### src/rtl/riscv_pkg.sv
`default_nettype none
// ---------------------------------------------------------------------------
// riscv_pkg : load/store funct3 encodings and writeback FSM state type
// Rev 1.0
// ---------------------------------------------------------------------------
package riscv_pkg;

  localparam logic [2:0] F3_LB  = 3'b000;
  localparam logic [2:0] F3_LH  = 3'b001;
  localparam logic [2:0] F3_LW  = 3'b010;
  localparam logic [2:0] F3_LBU = 3'b100;
  localparam logic [2:0] F3_LHU = 3'b101;
  localparam logic [2:0] F3_SB  = 3'b000;
  localparam logic [2:0] F3_SH  = 3'b001;
  localparam logic [2:0] F3_SW  = 3'b010;

  typedef enum logic [1:0] {
    WB_IDLE    = 2'd0,
    WB_MEM_REQ = 2'd1,
    WB_DONE    = 2'd2
  } wb_state_e;

endpackage : riscv_pkg
`default_nettype wire

### src/rtl/lsu_align.sv
`default_nettype none
// ---------------------------------------------------------------------------
// lsu_align : store lane/byte-enable steering, load extraction/extension,
//             and alignment check for a 32-bit data bus
// Rev 1.0
// ---------------------------------------------------------------------------
module lsu_align
  import riscv_pkg::*;
(
  input  logic [2:0]  funct3_i,
  input  logic [1:0]  addr_lo_i,
  input  logic [31:0] store_data_i,
  input  logic [31:0] load_data_i,
  output logic [3:0]  be_o,
  output logic [31:0] wdata_o,
  output logic [31:0] load_fmt_o,
  output logic        misaligned_o
);

  logic [31:0] w_shifted;
  logic [15:0] w_half;

  assign w_shifted = load_data_i >> {addr_lo_i, 3'b000};
  assign w_half    = addr_lo_i[1] ? load_data_i[31:16] : load_data_i[15:0];

  always_comb begin
    case (funct3_i)
      F3_LB:   load_fmt_o = {{24{w_shifted[7]}}, w_shifted[7:0]};
      F3_LH:   load_fmt_o = {{16{w_half[15]}}, w_half};
      F3_LBU:  load_fmt_o = {24'd0, w_shifted[7:0]};
      F3_LHU:  load_fmt_o = {16'd0, w_half};
      default: load_fmt_o = load_data_i;
    endcase
  end

  // Access size lives in funct3[1:0] for both loads and stores
  always_comb begin
    case (funct3_i[1:0])
      F3_SB[1:0]: begin
        be_o         = 4'b0001 << addr_lo_i;
        wdata_o      = {4{store_data_i[7:0]}};
        misaligned_o = 1'b0;
      end
      F3_SH[1:0]: begin
        be_o         = addr_lo_i[1] ? 4'b1100 : 4'b0011;
        wdata_o      = {2{store_data_i[15:0]}};
        misaligned_o = addr_lo_i[0];
      end
      default: begin
        be_o         = 4'b1111;
        wdata_o      = store_data_i;
        misaligned_o = |addr_lo_i;
      end
    endcase
  end

endmodule : lsu_align
`default_nettype wire

### src/rtl/writeback.sv
`default_nettype none
// ---------------------------------------------------------------------------
// writeback : retires ALU results and performs one data-memory access per
//             load/store through an IDLE/MEM_REQ/DONE handshake
// Rev 1.0
// ---------------------------------------------------------------------------
module writeback
  import riscv_pkg::*;
(
  input  logic        clk,
  input  logic        resetb,
  input  logic        wb_valid_in,
  output logic        wb_ready_out,
  input  logic [31:0] ex_result,
  input  logic [31:0] ex_addr,
  input  logic        ex_memwr,
  input  logic        ex_mem2reg,
  input  logic [2:0]  ex_funct3,
  input  logic [4:0]  ex_dst_sel,
  input  logic        ex_wb_en,
  output logic        dmem_req,
  output logic        dmem_we,
  output logic [31:0] dmem_addr,
  output logic [31:0] dmem_wdata,
  output logic [3:0]  dmem_be,
  input  logic        dmem_ack,
  input  logic [31:0] dmem_rdata,
  output logic        reg_we,
  output logic [4:0]  reg_waddr,
  output logic [31:0] reg_wdata,
  output logic        wb_misaligned
);

  wb_state_e   state_q;
  logic        dmem_req_q, dmem_we_q, reg_we_q, misaligned_q;
  logic [31:0] dmem_addr_q, dmem_wdata_q, reg_wdata_q;
  logic [3:0]  dmem_be_q;
  logic [4:0]  reg_waddr_q;
  logic [2:0]  ld_funct3_q;
  logic [1:0]  ld_addr_lo_q;
  logic [4:0]  ld_rd_q;
  logic        ld_wr_q;

  logic        w_idle, w_is_mem, w_rd_ok;
  logic [2:0]  w_al_funct3;
  logic [1:0]  w_al_addr_lo;
  logic [3:0]  w_al_be;
  logic [31:0] w_al_wdata, w_al_load;
  logic        w_al_misaligned;

  assign w_idle   = (state_q == WB_IDLE);
  assign w_is_mem = ex_memwr | ex_mem2reg;
  assign w_rd_ok  = ex_wb_en & (|ex_dst_sel);

  // The aligner sees live execute fields while idle, latched ones while a load is in flight
  assign w_al_funct3  = w_idle ? ex_funct3    : ld_funct3_q;
  assign w_al_addr_lo = w_idle ? ex_addr[1:0] : ld_addr_lo_q;

  lsu_align u_lsu_align (
    .funct3_i     (w_al_funct3),
    .addr_lo_i    (w_al_addr_lo),
    .store_data_i (ex_result),
    .load_data_i  (dmem_rdata),
    .be_o         (w_al_be),
    .wdata_o      (w_al_wdata),
    .load_fmt_o   (w_al_load),
    .misaligned_o (w_al_misaligned)
  );

  always_ff @(posedge clk) begin
    if (resetb) begin
      state_q      <= WB_IDLE;
      dmem_req_q   <= 1'b0;
      dmem_we_q    <= 1'b0;
      dmem_addr_q  <= 32'd0;
      dmem_wdata_q <= 32'd0;
      dmem_be_q    <= 4'd0;
      reg_we_q     <= 1'b0;
      reg_waddr_q  <= 5'd0;
      reg_wdata_q  <= 32'd0;
      misaligned_q <= 1'b0;
      ld_funct3_q  <= 3'd0;
      ld_addr_lo_q <= 2'd0;
      ld_rd_q      <= 5'd0;
      ld_wr_q      <= 1'b0;
    end else begin
      reg_we_q     <= 1'b0;
      misaligned_q <= 1'b0;
      case (state_q)
        WB_IDLE: begin
          if (wb_valid_in) begin
            if (!w_is_mem) begin
              reg_we_q    <= w_rd_ok;
              reg_waddr_q <= ex_dst_sel;
              reg_wdata_q <= ex_result;
            end else if (w_al_misaligned) begin
              misaligned_q <= 1'b1;
            end else begin
              state_q      <= WB_MEM_REQ;
              dmem_req_q   <= 1'b1;
              dmem_we_q    <= ex_memwr;
              dmem_addr_q  <= {ex_addr[31:2], 2'b00};
              dmem_be_q    <= w_al_be;
              dmem_wdata_q <= w_al_wdata;
              ld_funct3_q  <= ex_funct3;
              ld_addr_lo_q <= ex_addr[1:0];
              ld_rd_q      <= ex_dst_sel;
              ld_wr_q      <= ~ex_memwr & w_rd_ok;
            end
          end
        end
        WB_MEM_REQ: begin
          if (dmem_ack) begin
            state_q    <= WB_DONE;
            dmem_req_q <= 1'b0;
            dmem_we_q  <= 1'b0;
            reg_we_q   <= ld_wr_q;
            if (ld_wr_q) begin
              reg_waddr_q <= ld_rd_q;
              reg_wdata_q <= w_al_load;
            end
          end
        end
        WB_DONE: state_q <= WB_IDLE;
        default: state_q <= WB_IDLE;
      endcase
    end
  end

  assign wb_ready_out  = w_idle;
  assign dmem_req      = dmem_req_q;
  assign dmem_we       = dmem_we_q;
  assign dmem_addr     = dmem_addr_q;
  assign dmem_wdata    = dmem_wdata_q;
  assign dmem_be       = dmem_be_q;
  assign reg_we        = reg_we_q;
  assign reg_waddr     = reg_waddr_q;
  assign reg_wdata     = reg_wdata_q;
  assign wb_misaligned = misaligned_q;

endmodule : writeback
`default_nettype wire

### config.mk
export PLATFORM = sky130hd
export DESIGN_NAME = writeback
export DESIGN_NICKNAME = d
export VERILOG_FILES = /design/src/rtl/riscv_pkg.sv /design/src/rtl/lsu_align.sv /design/src/rtl/writeback.sv
export SDC_FILE = /design/constraint.sdc
export NUM_CORES = 1
export LEC_CHECK = 0
export ABC_AREA = 1
export BUFFER_PORTS_ARGS = -buffer_cell sky130_fd_sc_hd__clkbuf_2
export CAP_MARGIN = 10
export CORE_MARGIN = 2
export CORE_UTILIZATION = 50
export DETAILED_ROUTE_END_ITERATION = 10
export PLACE_DENSITY = 0.87
export SYNTH_ARGS = -nofsm -noshare
export SYNTH_HDL_FRONTEND = slang
export SYNTH_SLANG_ARGS = --single-unit
### constraint.sdc
create_clock -name clk -period 2.4 [get_ports clk]
set_clock_uncertainty 0.15 [all_clocks]
set_input_delay 0.72 -clock clk [delete_from_list [all_inputs] [get_ports clk]]
set_output_delay 0.72 -clock clk [all_outputs]
set_load 0.03 [all_outputs]
# Word-level counts from Yosys, hierarchy flattened
# Cells that the tools add are included.
classes:
  n_bitwise: 8
  n_reduce_logical: 11
  n_mux: 37
  shift: 2
  n_eq_ne: 11
op_table:
  columns: ["op", "count"]
  rows:
  - ["$mux W32", 4]
  - ["$pmux W32 S2", 2]
  - ["$pmux W32 S4", 1]
  - ["$shr A32 B5 Y8", 1]
  - ["$mux W5", 4]
  - ["$mux W16", 1]
  - ["$mux W1", 11]
  - ["$mux W2", 5]
  - ["$ne A2 B2 Y1 const B", 5]
  - ["$pmux W5 S2", 1]
  - ["$reduce_and A5 Y1", 2]
  - ["$pmux W1 S2", 4]
  - ["$pmux W4 S2", 1]
  - ["$reduce_and A4 Y1", 2]
  - ["$eq A3 B3 Y1 const B", 2]
  - ["$not A1 Y1", 5]
  - ["$reduce_or A5 Y1", 1]
  - ["$eq A2 B1 Y1 const B", 2]
  - ["$logic_not A2 Y1", 2]
  - ["$mux W4", 1]
  - ["$pmux W2 S2", 1]
  - ["$reduce_or A4 Y1", 1]
  - ["$shl A1 B2 Y4 const A", 1]
  - ["$eq A3 B1 Y1 const B", 1]
  - ["other kinds (7)", 8]
totals:
  ff_bits: 120
  input_bits: 111
  word_cells: 83

# Longest topological paths before layout
depth:
  ltp_word: 8
  ltp_mapped: 12
  mapped_depth_nobuf: 11

# Cells and area by module
# Synthesis repeated with hierarchy kept, for this count alone.
hier_totals:
  hier_cells: 1013
  hier_area_um2: 6398.6
by_module_without_submodules:
  columns: ["module", "cells_per_inst", "area_each_um2", "n_inst", "seq_area_each_um2"]
  rows:
  - ["writeback", 774, 5252.5, 1, 2402.3]
  - ["lsu_align", 239, 1146.1, 1, 0.0]

# Worst setup path after synthesis
# No wires, ideal clock.
synth_timing:
  kind: "in2reg"
  startpoint: "input ex_funct3[1]"
  endpoint: "register dmem_addr_q[11], in the netlist dmem_addr[11]"
  required_ns: 2.118
  setup_ns: 0.132
  path_slack_ns: 0.237
  arrival_ns: 1.881
  cell_stages: 10
  path_cell_list: "inv_1 nand2_1 nand2_1 nand2_2 a22oi_4 nand3_2 buf_4 buf_2 nand2_1 a21oi_1"
synth_via:
  elab_chain_cells: 5
  elab_cells_between_ends: 6
synth_rtl:
  columns: ["item", "line", "text"]
  rows:
  - ["start, declared", "writeback.sv:18", "input logic [2:0] ex_funct3,"]
  - ["$mux W3 *", "writeback.sv:56", "assign w_al_funct3 = w_idle ? ex_funct3 : ld_funct3_q;"]
  - ["$eq A2 B1 Y1 or $logic_not A2 Y1 (tied branches)", "lsu_align.sv:38", "case (funct3_i[1:0])"]
  - ["$pmux W1 S2 *", "lsu_align.sv:38", null]
  - ["$not A1 Y1 (no line) *", null, null]
  - ["$reduce_and A4 Y1 (no line) *", null, null]
  - ["end signal, assigned", "writeback.sv:102", "dmem_addr_q <= {ex_addr[31:2], 2'b00};"]
  - ["end, declared", "writeback.sv:36", "logic [31:0] dmem_addr_q, dmem_wdata_q, reg_wdata_q;"]
# Mark *: on every way between the ends. The rest lies on a longest branch, timed or not.
# A chain may end at the register's enable or synchronous reset.

# Worst setup path in the final report
layout_timing:
  startpoint: "register state_q[1]"
  endpoint: "output wb_ready_out"
layout_via:
  elab_chain_cells: 1
layout_rtl:
  columns: ["item", "line", "text"]
  rows:
  - ["start, declared", "writeback.sv:34", "wb_state_e state_q;"]
  - ["start signal, assigned", "writeback.sv:72", "state_q <= WB_IDLE;"]
  - ["start signal, assigned", "writeback.sv:99", "state_q <= WB_MEM_REQ;"]
  - ["start signal, assigned", "writeback.sv:114", "state_q <= WB_DONE;"]
  - ["$logic_not A2 Y1", "writeback.sv:51", "assign w_idle = (state_q == WB_IDLE);"]
  - ["end, declared", "writeback.sv:13", "output logic wb_ready_out,"]
# Every way passes these cells.

==> results.sh <==
export IMPL_synthTopCellsByArea="dfxtp_1 40%, nand2_1 16%, a21oi_1 9.7%"
export IMPL_worstSetupStartpointType="register"
export IMPL_dr_wl_met3_mm=1.86
export IMPL_hold_end="ld_rd_q[2]$_SDFFE_PP0P_"
export IMPL_avgSynthCellArea_um2=6.57
export IMPL_yosysTopAreaCell="dfxtp_1"
export IMPL_start_util=0.508
export IMPL_r2r_slack_ns=0.20
export IMPL_first_iter_violations=645
export IMPL_routed_via_density=5.56
export IMPL_worst_slew_pin_slew_ns=0.517
export IMPL_hold_violations=0
export IMPL_rr_worst_depth=9
export IMPL_multi_input_area_um2=2960
export IMPL_tns_ns=0
export IMPL_antenna_found_initial=0
export IMPL_synth_edf_count=0
export IMPL_io_pins=221
export IMPL_clk_pin_slew_worst_paths_ns=0.06
export IMPL_top_layer="met4"
export IMPL_ctsHoldBuffers=0
export IMPL_yosysSeqAreaShare=0.399
export IMPL_synth_mux_area_frac=0
export IMPL_async_flop_share=0
export IMPL_synth_top_area_frac=0.399
export IMPL_grt_max_degree=60
export IMPL_fin_crit_sh=0.966
export IMPL_fp_dieW_um=114
export IMPL_rsz0062_at_grt="no"
export IMPL_synth_xor_area_frac=0
export IMPL_globalplace_congestion=0.948
export IMPL_cp_arrival_ns=1.45
export IMPL_wl_met2_mm=9.72
export IMPL_grt_pass1_vias=6420
export IMPL_syn_area_um2=6020
export IMPL_cts_max_level=4
export IMPL_yosys_area_share_simple=0.291
export IMPL_post_cts_setup_buffer_count=0
export IMPL_fillCellCount=1033
export IMPL_synth_distinct_cells=29
export IMPL_clock_latency_ns=0.42
export IMPL_first_pass_iters=5
export IMPL_cellPowerDensity_nw_per_um2=814
export IMPL_yosys_warnings=0
export IMPL_hpwl_mm=14.3
export IMPL_final_nets=1226
export IMPL_wl_per_cell_um=16.1
export IMPL_syn_to_final_growth_pct=32.5
export IMPL_slew_headroom=0.655
export IMPL_via_count=7089
export IMPL_fin_cells=1275
export IMPL_p_leak_uw=0.00404
export IMPL_clockBufferDepth=2
export IMPL_hp_class="register to register"
export IMPL_rows=40
export IMPL_max_freq_mhz=431
export IMPL_synth_compound_area_frac=0.197
export IMPL_die_area_um2=12900
export IMPL_final_setup_viol_count=0
export IMPL_cap_viol_max_count=0
export IMPL_synth_adder_area_share=0
export IMPL_fp_coreArea_um2=11900
export IMPL_drive_gt1_frac=0.260
export IMPL_grt_pass1_wl_mm=32.1
export IMPL_end_kind="output pin"
export IMPL_overflow=0
export IMPL_io_buffers=218
export IMPL_ys_flop_type="dfxtp_1"
export IMPL_final_common_cell="nand2_1"
export IMPL_hp_start="ld_rd_q[2]$_SDFFE_PP0P_"
export IMPL_die_h_um=114
export IMPL_drcViolationCount=0
export IMPL_track_usage=0.316
export IMPL_whs_path_depth=2
export IMPL_slew_viol_final=0
export IMPL_cts_tree="built"
export IMPL_drt_met1_wl_mm=8.00
export IMPL_placedCellCount=1243
export IMPL_required_ns=1.53
export IMPL_status="complete, no violations"
export IMPL_ir_drop_uv=702
export IMPL_ys_seq_elements=120
export IMPL_post_route_min_period_ns=2.32
export IMPL_root_buffer="clkbuf_16"
export IMPL_seq_area_um2=2400
export IMPL_synth_top_family_by_area="simple AND/OR/NAND/NOR gates"
export IMPL_num_antenna_cells=0
export IMPL_cts_made_buffers=17
export IMPL_routed_wl_mm=20.5
export IMPL_worstPathMaxFanout=10
export IMPL_utilization=0.673
export IMPL_r2r_end="reg_wdata[6]$_SDFFE_PP0P_"
export IMPL_syn_inst=917
export IMPL_layout_common_cells="251 x nand2_1, 218 x clkbuf_2, 120 x dfxtp_1"
export IMPL_antenna_left=0
export IMPL_power_uw=6500
export IMPL_clock_sinks=120
export IMPL_crit_type="register to output pin"
export IMPL_rr_startpoint="state_q[1]$_SDFFE_PP0P_"
-- Yosys cell counts, types with 5 or more instances --
master	count
nor2_1	40
o21ai_0	81
a31oi_1	5
dfxtp_1	120
nand2_1	251
o221ai_1	6
buf_2	16
o211ai_1	9
nand4_1	63
clkbuf_1	49
inv_1	93
a21oi_1	117
nand3_1	43
-- worst max-delay path: stages (launching register included) --
cell	delay [ns]
dfxtp_1	0.36
nor2_4	0.26
buf_4	0.19
clkbuf_2	0.21
-- power by group --
| part | switching [µW] | leakage, µW | internal (µW) |
|---|---|---|---|
| Sequential | 82.9 | 0.000980 | 2140 |
| Clock | 964 | 0.000291 | 1740 |
| Combinational | 1070 | 0.00277 | 500 |
| Total | 2120 | 0.00404 | 4380 |
-- metrics by stage --
step	cell area [µm²]	hold slack [ns]	setup WS (ns)
finish	7980	0.311	0.0808
global placement	7350	0.298	0.0910
detailed placement	7350	0.301	0.0416
floorplan	6030	0.290	0.237
CTS	7980	0.310	0.0743
global route	7980	0.331	0.0136
-- final cells by class --
class | instances | area share
well taps | 147 | 0.0230
repair buffers | 250 | 0.181
clock buffers | 17 | 0.0533
multi-input cells | 629 | 0.371
clock inverters | 15 | 0.0254
inverters | 97 | 0.0456
flip-flops and latches | 120 | 0.301
-- logic make-up after synthesis --
kind of cell / count (synthesis)
buffers and inverters: 169
and+or+nand+nor: 405
other: 1
AOI/OAI and AO/OA: 222
DFF: 120
-- routing by layer --
metal	global-route usage	vias up
met3	0.0898	71
met4	0.172	0
met5	0	-
met2	0.517	374
met1	0.378	3213
li1	-	3431
-- registers in the layout, indices dropped and copies added (netlist names), 2 cells and up --
signal	flops
reg_wdata	32
ld_rd_q	5
dmem_wdata	32
reg_waddr	5
state_q	2
ld_addr_lo_q	2
dmem_be	4
ld_funct3_q	3
dmem_addr	30
-- worst max path at each step --
| stage | start | end | slack (ns) | cells after the start |
|---|---|---|---|---|
| 4_1_cts | state_q[1]$_SDFFE_PP0P_ | wb_ready_out | 0.07 | 3 |
| 2_1_floorplan | ex_funct3[1] | dmem_addr[11]$_SDFFE_PP0P_ | 0.24 | 10 |
| 6_report | state_q[1]$_SDFFE_PP0P_ | wb_ready_out | 0.08 | 3 |
| 3_3_place_gp | ex_addr[0] | reg_wdata[1]$_SDFFE_PP0P_ | 0.09 | 9 |
| 3_5_place_dp | ex_addr[0] | reg_wdata[1]$_SDFFE_PP0P_ | 0.04 | 9 |
| 5_1_grt | state_q[1]$_SDFFE_PP0P_ | wb_ready_out | 0.01 | 3 |
-- what timing repair did --
action	CTS	global route
hold endpoints to repair	0	0
gates resized for setup	1	0
setup endpoints to repair	1	0
Power figures use the tool's default switching activity.
